## src/rtl/mdu_pkg.sv

```systemverilog
// Shared encodings for the multiply/divide unit and the control FSM that drives its op input.
package mdu_pkg;

  typedef enum logic [1:0] {
    MDU_MULT  = 2'b00,
    MDU_MULTU = 2'b01,
    MDU_DIV   = 2'b10,
    MDU_DIVU  = 2'b11
  } mdu_op_e;

  typedef enum logic [1:0] {
    IDLE,
    CALC,
    FIX,
    DONE
  } mdu_state_e;

  function automatic logic op_is_div(input logic [1:0] op);
    return op[1];
  endfunction

  function automatic logic op_is_signed(input logic [1:0] op);
    return ~op[0];
  endfunction

endpackage

```

## src/rtl/mdu_sign_fix.sv

```systemverilog
// Conditional two's-complement negation, used for operand magnitudes and result sign correction.
module mdu_sign_fix #(
  parameter int unsigned WIDTH = 32
) (
  input  logic             neg_i,
  input  logic [WIDTH-1:0] val_i,
  output logic [WIDTH-1:0] val_o
);

  assign val_o = neg_i ? (~val_i + WIDTH'(1)) : val_i;

endmodule

```

## src/rtl/mult_div_unit.sv

```systemverilog
// Multicycle MULT/MULTU/DIV/DIVU unit: shift-add multiply, restoring divide, HI/LO result pair.
module mult_div_unit
  import mdu_pkg::*;
#(
  parameter int unsigned WIDTH = 32
) (
  input  logic             clk,
  input  logic             reset,
  input  logic             start,
  input  logic [1:0]       op,
  input  logic [WIDTH-1:0] a,
  input  logic [WIDTH-1:0] b,
  output logic             busy,
  output logic             done,
  output logic             div_zero,
  output logic [WIDTH-1:0] hi,
  output logic [WIDTH-1:0] lo
);

  localparam int unsigned CNT_W = $clog2(WIDTH + 1);

  mdu_state_e           state_q, state_d;
  logic [CNT_W-1:0]     cnt_q, cnt_d;
  logic [WIDTH-1:0]     opnd_q, opnd_d;
  logic [2*WIDTH-1:0]   acc_q, acc_d;
  logic [WIDTH:0]       rem_q, rem_d;
  logic                 div_q, div_d;
  logic                 neg_res_q, neg_res_d;
  logic                 neg_rem_q, neg_rem_d;
  logic                 busy_q, busy_d;
  logic                 done_q, done_d;
  logic                 div_zero_q, div_zero_d;
  logic [WIDTH-1:0]     hi_q, hi_d;
  logic [WIDTH-1:0]     lo_q, lo_d;

  logic [WIDTH-1:0]     abs_a, abs_b, rem_fix;
  logic [2*WIDTH-1:0]   res_fix;
  logic [WIDTH:0]       add_sum;
  logic [WIDTH+1:0]     div_trial;

  mdu_sign_fix #(.WIDTH(WIDTH)) u_abs_a (
    .neg_i(op_is_signed(op) & a[WIDTH-1]),
    .val_i(a),
    .val_o(abs_a)
  );

  mdu_sign_fix #(.WIDTH(WIDTH)) u_abs_b (
    .neg_i(op_is_signed(op) & b[WIDTH-1]),
    .val_i(b),
    .val_o(abs_b)
  );

  // The low half of a 2W negation equals the W-bit negation, so the quotient shares this instance.
  mdu_sign_fix #(.WIDTH(2 * WIDTH)) u_fix_res (
    .neg_i(neg_res_q),
    .val_i(acc_q),
    .val_o(res_fix)
  );

  mdu_sign_fix #(.WIDTH(WIDTH)) u_fix_rem (
    .neg_i(neg_rem_q),
    .val_i(rem_q[WIDTH-1:0]),
    .val_o(rem_fix)
  );

  assign add_sum   = {1'b0, acc_q[2*WIDTH-1:WIDTH]} + (acc_q[0] ? {1'b0, opnd_q} : '0);
  assign div_trial = {rem_q, acc_q[WIDTH-1]} - {2'b00, opnd_q};

  always_comb begin
    state_d    = state_q;
    cnt_d      = cnt_q;
    opnd_d     = opnd_q;
    acc_d      = acc_q;
    rem_d      = rem_q;
    div_d      = div_q;
    neg_res_d  = neg_res_q;
    neg_rem_d  = neg_rem_q;
    busy_d     = busy_q;
    done_d     = done_q;
    div_zero_d = div_zero_q;
    hi_d       = hi_q;
    lo_d       = lo_q;
    unique case (state_q)
      IDLE: begin
        if (start) begin
          busy_d = 1'b1;
          div_d  = op_is_div(op);
          if (op_is_div(op) && (b == '0)) begin
            done_d     = 1'b1;
            div_zero_d = 1'b1;
            state_d    = DONE;
          end else begin
            cnt_d     = CNT_W'(WIDTH);
            rem_d     = '0;
            neg_res_d = op_is_signed(op) & (a[WIDTH-1] ^ b[WIDTH-1]);
            neg_rem_d = op_is_signed(op) & op_is_div(op) & a[WIDTH-1];
            opnd_d    = op_is_div(op) ? abs_b : abs_a;
            acc_d     = {{WIDTH{1'b0}}, (op_is_div(op) ? abs_a : abs_b)};
            state_d   = CALC;
          end
        end
      end
      CALC: begin
        if (div_q) begin
          // Borrow out means the trial subtraction failed: restore and shift in a zero.
          rem_d = div_trial[WIDTH+1] ? {rem_q[WIDTH-1:0], acc_q[WIDTH-1]} : div_trial[WIDTH:0];
          acc_d = {acc_q[2*WIDTH-1:WIDTH], acc_q[WIDTH-2:0], ~div_trial[WIDTH+1]};
        end else begin
          acc_d = {add_sum, acc_q[WIDTH-1:1]};
        end
        cnt_d = cnt_q - CNT_W'(1);
        if (cnt_q == CNT_W'(1)) state_d = FIX;
      end
      FIX: begin
        if (div_q) begin
          lo_d = res_fix[WIDTH-1:0];
          hi_d = rem_fix;
        end else begin
          {hi_d, lo_d} = res_fix;
        end
        state_d = DONE;
      end
      DONE: begin
        // Divide-by-zero enters with the pulse already raised; the normal path raises it here.
        if (done_q) begin
          done_d     = 1'b0;
          div_zero_d = 1'b0;
          busy_d     = 1'b0;
          state_d    = IDLE;
        end else begin
          done_d = 1'b1;
        end
      end
      default: state_d = IDLE;
    endcase
  end

  always_ff @(posedge clk) begin
    if (!reset) begin
      state_q    <= IDLE;
      cnt_q      <= '0;
      opnd_q     <= '0;
      acc_q      <= '0;
      rem_q      <= '0;
      div_q      <= 1'b0;
      neg_res_q  <= 1'b0;
      neg_rem_q  <= 1'b0;
      busy_q     <= 1'b0;
      done_q     <= 1'b0;
      div_zero_q <= 1'b0;
      hi_q       <= '0;
      lo_q       <= '0;
    end else begin
      state_q    <= state_d;
      cnt_q      <= cnt_d;
      opnd_q     <= opnd_d;
      acc_q      <= acc_d;
      rem_q      <= rem_d;
      div_q      <= div_d;
      neg_res_q  <= neg_res_d;
      neg_rem_q  <= neg_rem_d;
      busy_q     <= busy_d;
      done_q     <= done_d;
      div_zero_q <= div_zero_d;
      hi_q       <= hi_d;
      lo_q       <= lo_d;
    end
  end

  assign busy     = busy_q;
  assign done     = done_q;
  assign div_zero = div_zero_q;
  assign hi       = hi_q;
  assign lo       = lo_q;

endmodule

```

## config.mk

```make
export PLATFORM = sky130hd
export DESIGN_NAME = mult_div_unit
export DESIGN_NICKNAME = d
export VERILOG_FILES = /design/src/rtl/mdu_pkg.sv /design/src/rtl/mdu_sign_fix.sv /design/src/rtl/mult_div_unit.sv
export SDC_FILE = /design/constraint.sdc
export NUM_CORES = 1
export LEC_CHECK = 0
export ABC_AREA = 1
export CORE_UTILIZATION = 50
export DETAILED_ROUTE_END_ITERATION = 8
export PLACE_DENSITY = 0.8
export SYNTH_ARGS = -nofsm -noshare
export SYNTH_HDL_FRONTEND = slang
export SYNTH_SLANG_ARGS = --single-unit
```

## constraint.sdc

```tcl
create_clock -name clk -period 3.15 [get_ports clk]
set_clock_uncertainty 0.2 [all_clocks]
set_input_delay 0.63 -clock clk [delete_from_list [all_inputs] [get_ports clk]]
set_output_delay 0.63 -clock clk [all_outputs]
set_load 0.05 [all_outputs]
```

==> results of run 1 <==
[synthesized netlist by cell type (11+ instances only)]
library cell | number | area [um2]
o21ai_0 | 230 | 1150
nor3_1 | 31 | 155
a22oi_1 | 16 | 120
buf_6 | 11 | 124
dfxtp_1 | 207 | 4140
nand2_2 | 12 | 75.1
ha_1 | 75 | 938
nor2_1 | 372 | 1400
nand4_1 | 48 | 300
nand3b_1 | 18 | 135
o221ai_1 | 23 | 201
clkbuf_1 | 77 | 289
xor2_1 | 59 | 517
nand2_1 | 859 | 3220
buf_1 | 16 | 60.1
inv_1 | 448 | 1680
xnor2_1 | 27 | 236
a31oi_1 | 31 | 194
o22ai_1 | 12 | 75.1
nand3_1 | 307 | 1540
buf_2 | 22 | 110
a21oi_1 | 264 | 1320
o211ai_1 | 28 | 210
inv_2 | 13 | 48.8
nor2_2 | 19 | 119
[sequential cells by signal, summed over array words and instances (netlist names), 2 cells and up]
signal   flops
acc_q       64
opnd_q      32
lo          32
hi          32
state_q      2
cnt_q        6
rem_q       33
[kinds of logic (layout without fill, tap and decap cells)]
kind of cell               Yosys count  count (layout)  share of synthesized area [%]
buffers and inverters              597             745                           12.4
AOI/OAI and AO/OA                  652             652                           18.9
adders and majority gates           77              77                           5.08
DFF                                207             207                           21.5
xor gates and xnor gates            86              86                           3.91
and+or+nand+nor                   1712            1712                           38.1
[worst paths after layout]
path / depth (start not counted) / end
min: 3 / hi[30]$_SDFFE_PN0P_
min reg2reg: 2 / hi[0]$_SDFFE_PN0P_
max: 14 / acc_q[61]$_SDFFE_PN0P_
max reg2reg: 14 / acc_q[61]$_SDFFE_PN0P_
[routing by layer]
layer | GRT usage, % | up-vias
met2 | 59.3 | 1216
met1 | 54.1 | 10400
met5 | 0 | -
met4 | 17.8 | 0
li1 | - | 11100
met3 | 6.63 | 182
[repair_timing]
| action | in CTS | in global routing |
|---|---|---|
| hold buffers | 0 | 0 |
| gates resized for setup | 0 | 5 |
| endpoints found under the setup margin | 0 | 7 |
[cell type report]
cell class | instances | area, um2
multi-input combinational | 2527 | 12700
clock inverter | 15 | 191
inverter | 462 | 1730
sequential | 207 | 4150
timing repair buffer | 236 | 2280
clock buffer | 32 | 724
tap | 511 | 639
fill | 3860 | 15300
[critical path, stage by stage, from the launching register on]
cell	delay, ns
dfxtp_1	0.35
buf_4	0.20
buf_12	0.16
nand2_1	0.15
inv_1	0.08
ha_1	0.37
nand2_1	0.15
o21ai_0	0.45
a21oi_1	0.19
nor2_1	0.23
nor2_1	0.09
nand2_1	0.07
nand2_1	0.05
nand3_1	0.06
a21oi_1	0.06
[power breakdown]
group	total [mW]	switching, mW	internal (mW)	leakage, nW
logic	7.81	5.42	2.39	8.77
registers	3.74	0.634	3.10	1.69
clock network	3.25	1.29	1.96	0.449
total	14.8	7.35	7.45	10.9
[through the flow]
step	power, mW	instance area, um2	hold WS (ns)	util, %
2_1_floorplan	8.67	19200	0.244	-
3_3_place_gp	11.2	21500	0.253	57.0
3_5_place_dp	11.3	21500	0.258	57.0
4_1_cts	14.5	22400	0.228	59.4
5_1_grt	15.6	22400	0.255	59.5
6_report	14.8	22400	0.245	59.5
==> metrics, run 1 <==
DRC errors left 0; WL final 77500 um; fin. max-slew vios 0; Slew Limit Headroom 52.6%; WS Path Type reg2reg; vias in the first global route ~20k; Tcrit/Tclk final approximately 95%; global route overflow 0; H-tree depth 1; row count 71; WP data arrival about 3.2 ns; post-synthesis average cell area just under 6 um2; Routability Congestion 1.18; I/O Buffers approximately 140; average wire per standard cell 19.4 um; Skew-Pair Late Insertion Delay roughly 0.56 ns; non-filler cells, final around 4.0k; CP Max Fanout 22; ys flop type dfxtp_1; Post-Syn Instances about 3.3k; M1 wire length approximately 33000 um; first-pass GRT wire length 118000 um; Root Buffer clkbuf_16; initial antenna violation count 0; height of the die just under 200 um; fin crit period around 3.0 ns; top layer in use met4; most frequent cells in the layout nand2_1 (859), inv_1 (447), nor2_1 (372); crit end category register; Inst Count DP 3943; area of the mapped netlist 19200 um2; Hold Path Class in2reg; RSZ-0062 raised after global routing no; asr flop ratio synth 0%; power per cell area 659 nW/um2; Finish-stage setup viols 0; nets between 3k and 4k; most common cell after layout, fill and taps aside nand2_1; Worst Path Required between 3 and 4 ns; die area between 30000 and 40000 um2; final hold vios 0; pin count of the biggest net entering global routing around 110; Core Area around 38000 um2; P&R area growth vs syn 16.6%; first drt pass iteration count 7; Setup TNS Final 0 ns; Post-DP HPWL ~62000 um; syn_nets around 3.5k; worst reg-to-reg setup slack 0.16 ns; origin of the worst setup path acc_q[0]$_SDFFE_PN0P_; TritonCTS Buffers 26; actual slew at the worst max-slew pin 0.703 ns; effective utilization at floorplan just over 50%; Die X about 200 um; register area share after synthesis a little over a fifth; Synth Register Bits 207; routed vias/inst between 5 and 6; hold path startpoint reset; Clock Tree Buf Depth 3; share of cells above drive strength 1 around 6.8%; Post-synth EDFFs 0; reg2reg start acc_q[0]$_SDFFE_PN0P_; number of diodes 0; Leak 10.9 nW; post-route ant nets 0; Synth warnings 0; buffer count from post-CTS setup fixing 0; DR WL met2 about 32000 um; worst vdd ir roughly 0.44 mV; MaxCap Viol Count 0; final worst slack 0.160 ns; CTS sink cnt 207; # IOs 136; Clock Pin Slew Worst Setup and Hold Paths ~0.06 ns; met3 WL between 8000 and 9000 um; fmax roughly 0.33 GHz; Yosys cell types between 50 and 60; status completed; CTS tree yes; All-Layer GR Usage roughly two fifths; pre-CTS WS between 0.006 and 0.007 ns; 1st-iter DRT viols approximately 2.9k; vias approximately 23k; CP startpoint kind register
Note: power is estimated with default switching activity, not from simulation.
==> inputs of run 2 (changes only) <==
Settings changed: CTS_CLUSTER_SIZE set to 24.
==> results of run 2 <==
Same layout as run 1: the final DEF is identical, and so are final timing and power.
==> RTL edit, RTL diff (config.mk and constraints of run 1) <==
`WIDTH` is set to 32 in 2 places; all go to 16.
--- a/src/rtl/mdu_sign_fix.sv
+++ b/src/rtl/mdu_sign_fix.sv
@@ -2,3 +2,3 @@
 module mdu_sign_fix #(
-  parameter int unsigned WIDTH = 32
+  parameter int unsigned WIDTH = 16
 ) (
--- a/src/rtl/mult_div_unit.sv
+++ b/src/rtl/mult_div_unit.sv
@@ -4,3 +4,3 @@
 #(
-  parameter int unsigned WIDTH = 32
+  parameter int unsigned WIDTH = 16
 ) (
Ports: changed (resized a, b, hi and lo); port bits go from 136 to 72. The function was not compared with the original's and may differ.
==> RTL edit against run 1 <==
The run now ends with DRC left; global-route usage fell by 8.8 points; sequential cell count fell by 97; wire length fell by 64%; worst setup slack improved by 0.32 ns; count of clock-buffer cells in the layout fell by 23; design area fell by 54%; non-clock buffer count fell by 147; area after synthesis fell by 52%; power fell by 48%.
==> RTL edit: results (changes against run 1) <==
- WHS Path Cells: 2 (-1)
- Register area share after synthesis: 24.1% (+2.5 points)
- Ys async rst share: 0% (unchanged)
- Hold WS: 0.275 ns (+0.0306 ns)
- Hpwl dp: 21.3 mm (-66%)
- Final slew viol count: 0 (unchanged)
- Final wirelength: 27.6 mm (-64%)
- Vias: 10287 (-55%)
- R2R depth: 12 (-2)
- Routed wl met2: 12.7 mm (-61%)
- Drt pass-1 iters: 8 (+1)
- Run status: complete, but fails checks
- First-pass GRT wire length: 45.1 mm (-62%)
- Routability cong.: 1.01 (-15%)
- WP data arrival: 2.69 ns (-0.52 ns)
- Post-Syn Nets: 1611 (-54%)
- N_diodes: 0 (unchanged)
- Vias in the first global route: 9364 (-54%)
- CTS H-Tree Depth: 3 (+2)
- Placed cell area: 0.0100 sq mm (-54%)
- Largest fanout on the critical path: 37 (+68%)
- Cell variety after synth: 43 (-20%)
- Synth top area cells: dfxtp_1 24%, nand2_1 16%, nand3_1 8.8%
- Share of layout cells above drive strength 1: 4.69% (-2.1 points)
- CTS max path bufs: 2 (-1)
- Failing checks: DRC
- Reg clk slew, reported paths: 0.08 ns (+0.02 ns)
- Met3 Resource Use GR: 4.01% (-2.6 points)
- VDD IR-drop max: 0.644 mV (+45%)
- DRT met1 WL: 11.8 mm (-64%)
- Top post-synthesis cells by count: 390 x nand2_1, 212 x inv_1, 160 x nand3_1
- Met3 wire len: 1.94 mm (-76%)
- Biggest regs: acc_q: 32 flops, rem_q: 17 flops
- Worst R2R Start: acc_q[0]
- Initial antenna violation count: 0 (unchanged)
- Num CTS Buffers: 9 (-65%)
- All-Layer GR Usage: 30.4% (-8.8 points)
- Largest net degree at the start of global routing: 59 (-46%)
- Worst hold path class: reg -> reg
- Filler cells: 1760 (-54%)
- Port bufs: 71 (-47%)
- Hold Crit Endpoint: hi[0]
- Met2 GRT Util: 49.7% (-9.6 points)
- DRC: 2 (+2)
- Met1 Use GR: 39.3% (-15 points)
- Leakage: 5.08 nW (-53%)
- DR iter-0 viols: 950 (-67%)
- Setup Fix Bufs, Post-CTS: 0 (unchanged)
- Clock Latency Late Sink: 0.37 ns (-0.19 ns)
- Hold Startpoint: hi[0]
- Reg-to-reg slack, setup: 0.53 ns (+0.37 ns)
- Layout Nets: 1654 (-54%)
- Slew headroom: 49.7% (-2.9 points)
- Reg2reg end: acc_q[31]
-- RTL edit: power breakdown --
group	total, mW	leakage (nW)	internal, mW	switching [mW]
sequential	2.12	0.898	1.74	0.382
combinational	4.44	4.03	1.40	3.04
clock	1.18	0.147	0.567	0.618
total	7.75	5.08	3.71	4.04
-- RTL edit: how the worst max path moves through the flow --
stage,end,slack [ns],depth (start not counted),startpoint
after floorplan,acc_q[31],0.69,15,acc_q[0]
after global placement,acc_q[25],0.24,11,b[0]
after detailed placement,acc_q[16],0.14,11,b[0]
after CTS,acc_q[29],0.51,11,b[0]
after global routing,acc_q[31],0.24,12,acc_q[0]
final,acc_q[24],0.48,11,b[0]
-- RTL edit: cells by family (layout without fill, tap and decap cells) --
family / count (synthesis) / count (layout) / synth area share, %
buf+inv: 280 / 328 / 12.2
compound gates: 311 / 311 / 18.6
xor+xnor: 35 / 35 / 3.35
flops: 110 / 110 / 24.1
fa+ha+maj: 45 / 45 / 6.32
simple gates: 748 / 748 / 35.5
-- RTL edit: area by class of cell --
cell class                 instances  share of cell area, %
clock inverter                     7                  0.765
multi-input combinational       1139                   56.6
sequential                       110                   21.4
timing repair buffer              89                   8.16
tap                              229                   2.78
clock buffer                       9                   2.18
inverter                         223                   8.13
-- RTL edit: through the flow --
stage               util [%]  setup slack [ns]  instances
floorplan                  -             0.686       1529
global placement        55.7             0.243       1790
detailed placement      55.7             0.138       1790
CTS                     57.4             0.513       1806
global route            57.4             0.244       1806
finish                  57.4             0.482       1806
-- RTL edit: critical path: stages --
cell	delay, ns
clkdlybuf4s50_1	0.40
inv_1	0.12
ha_1	0.23
nand3_2	0.16
nor2_4	0.16
nand3_2	0.13
nand2_4	0.16
nand2_4	0.24
buf_4	0.28
nand4_1	0.10
a21oi_1	0.07
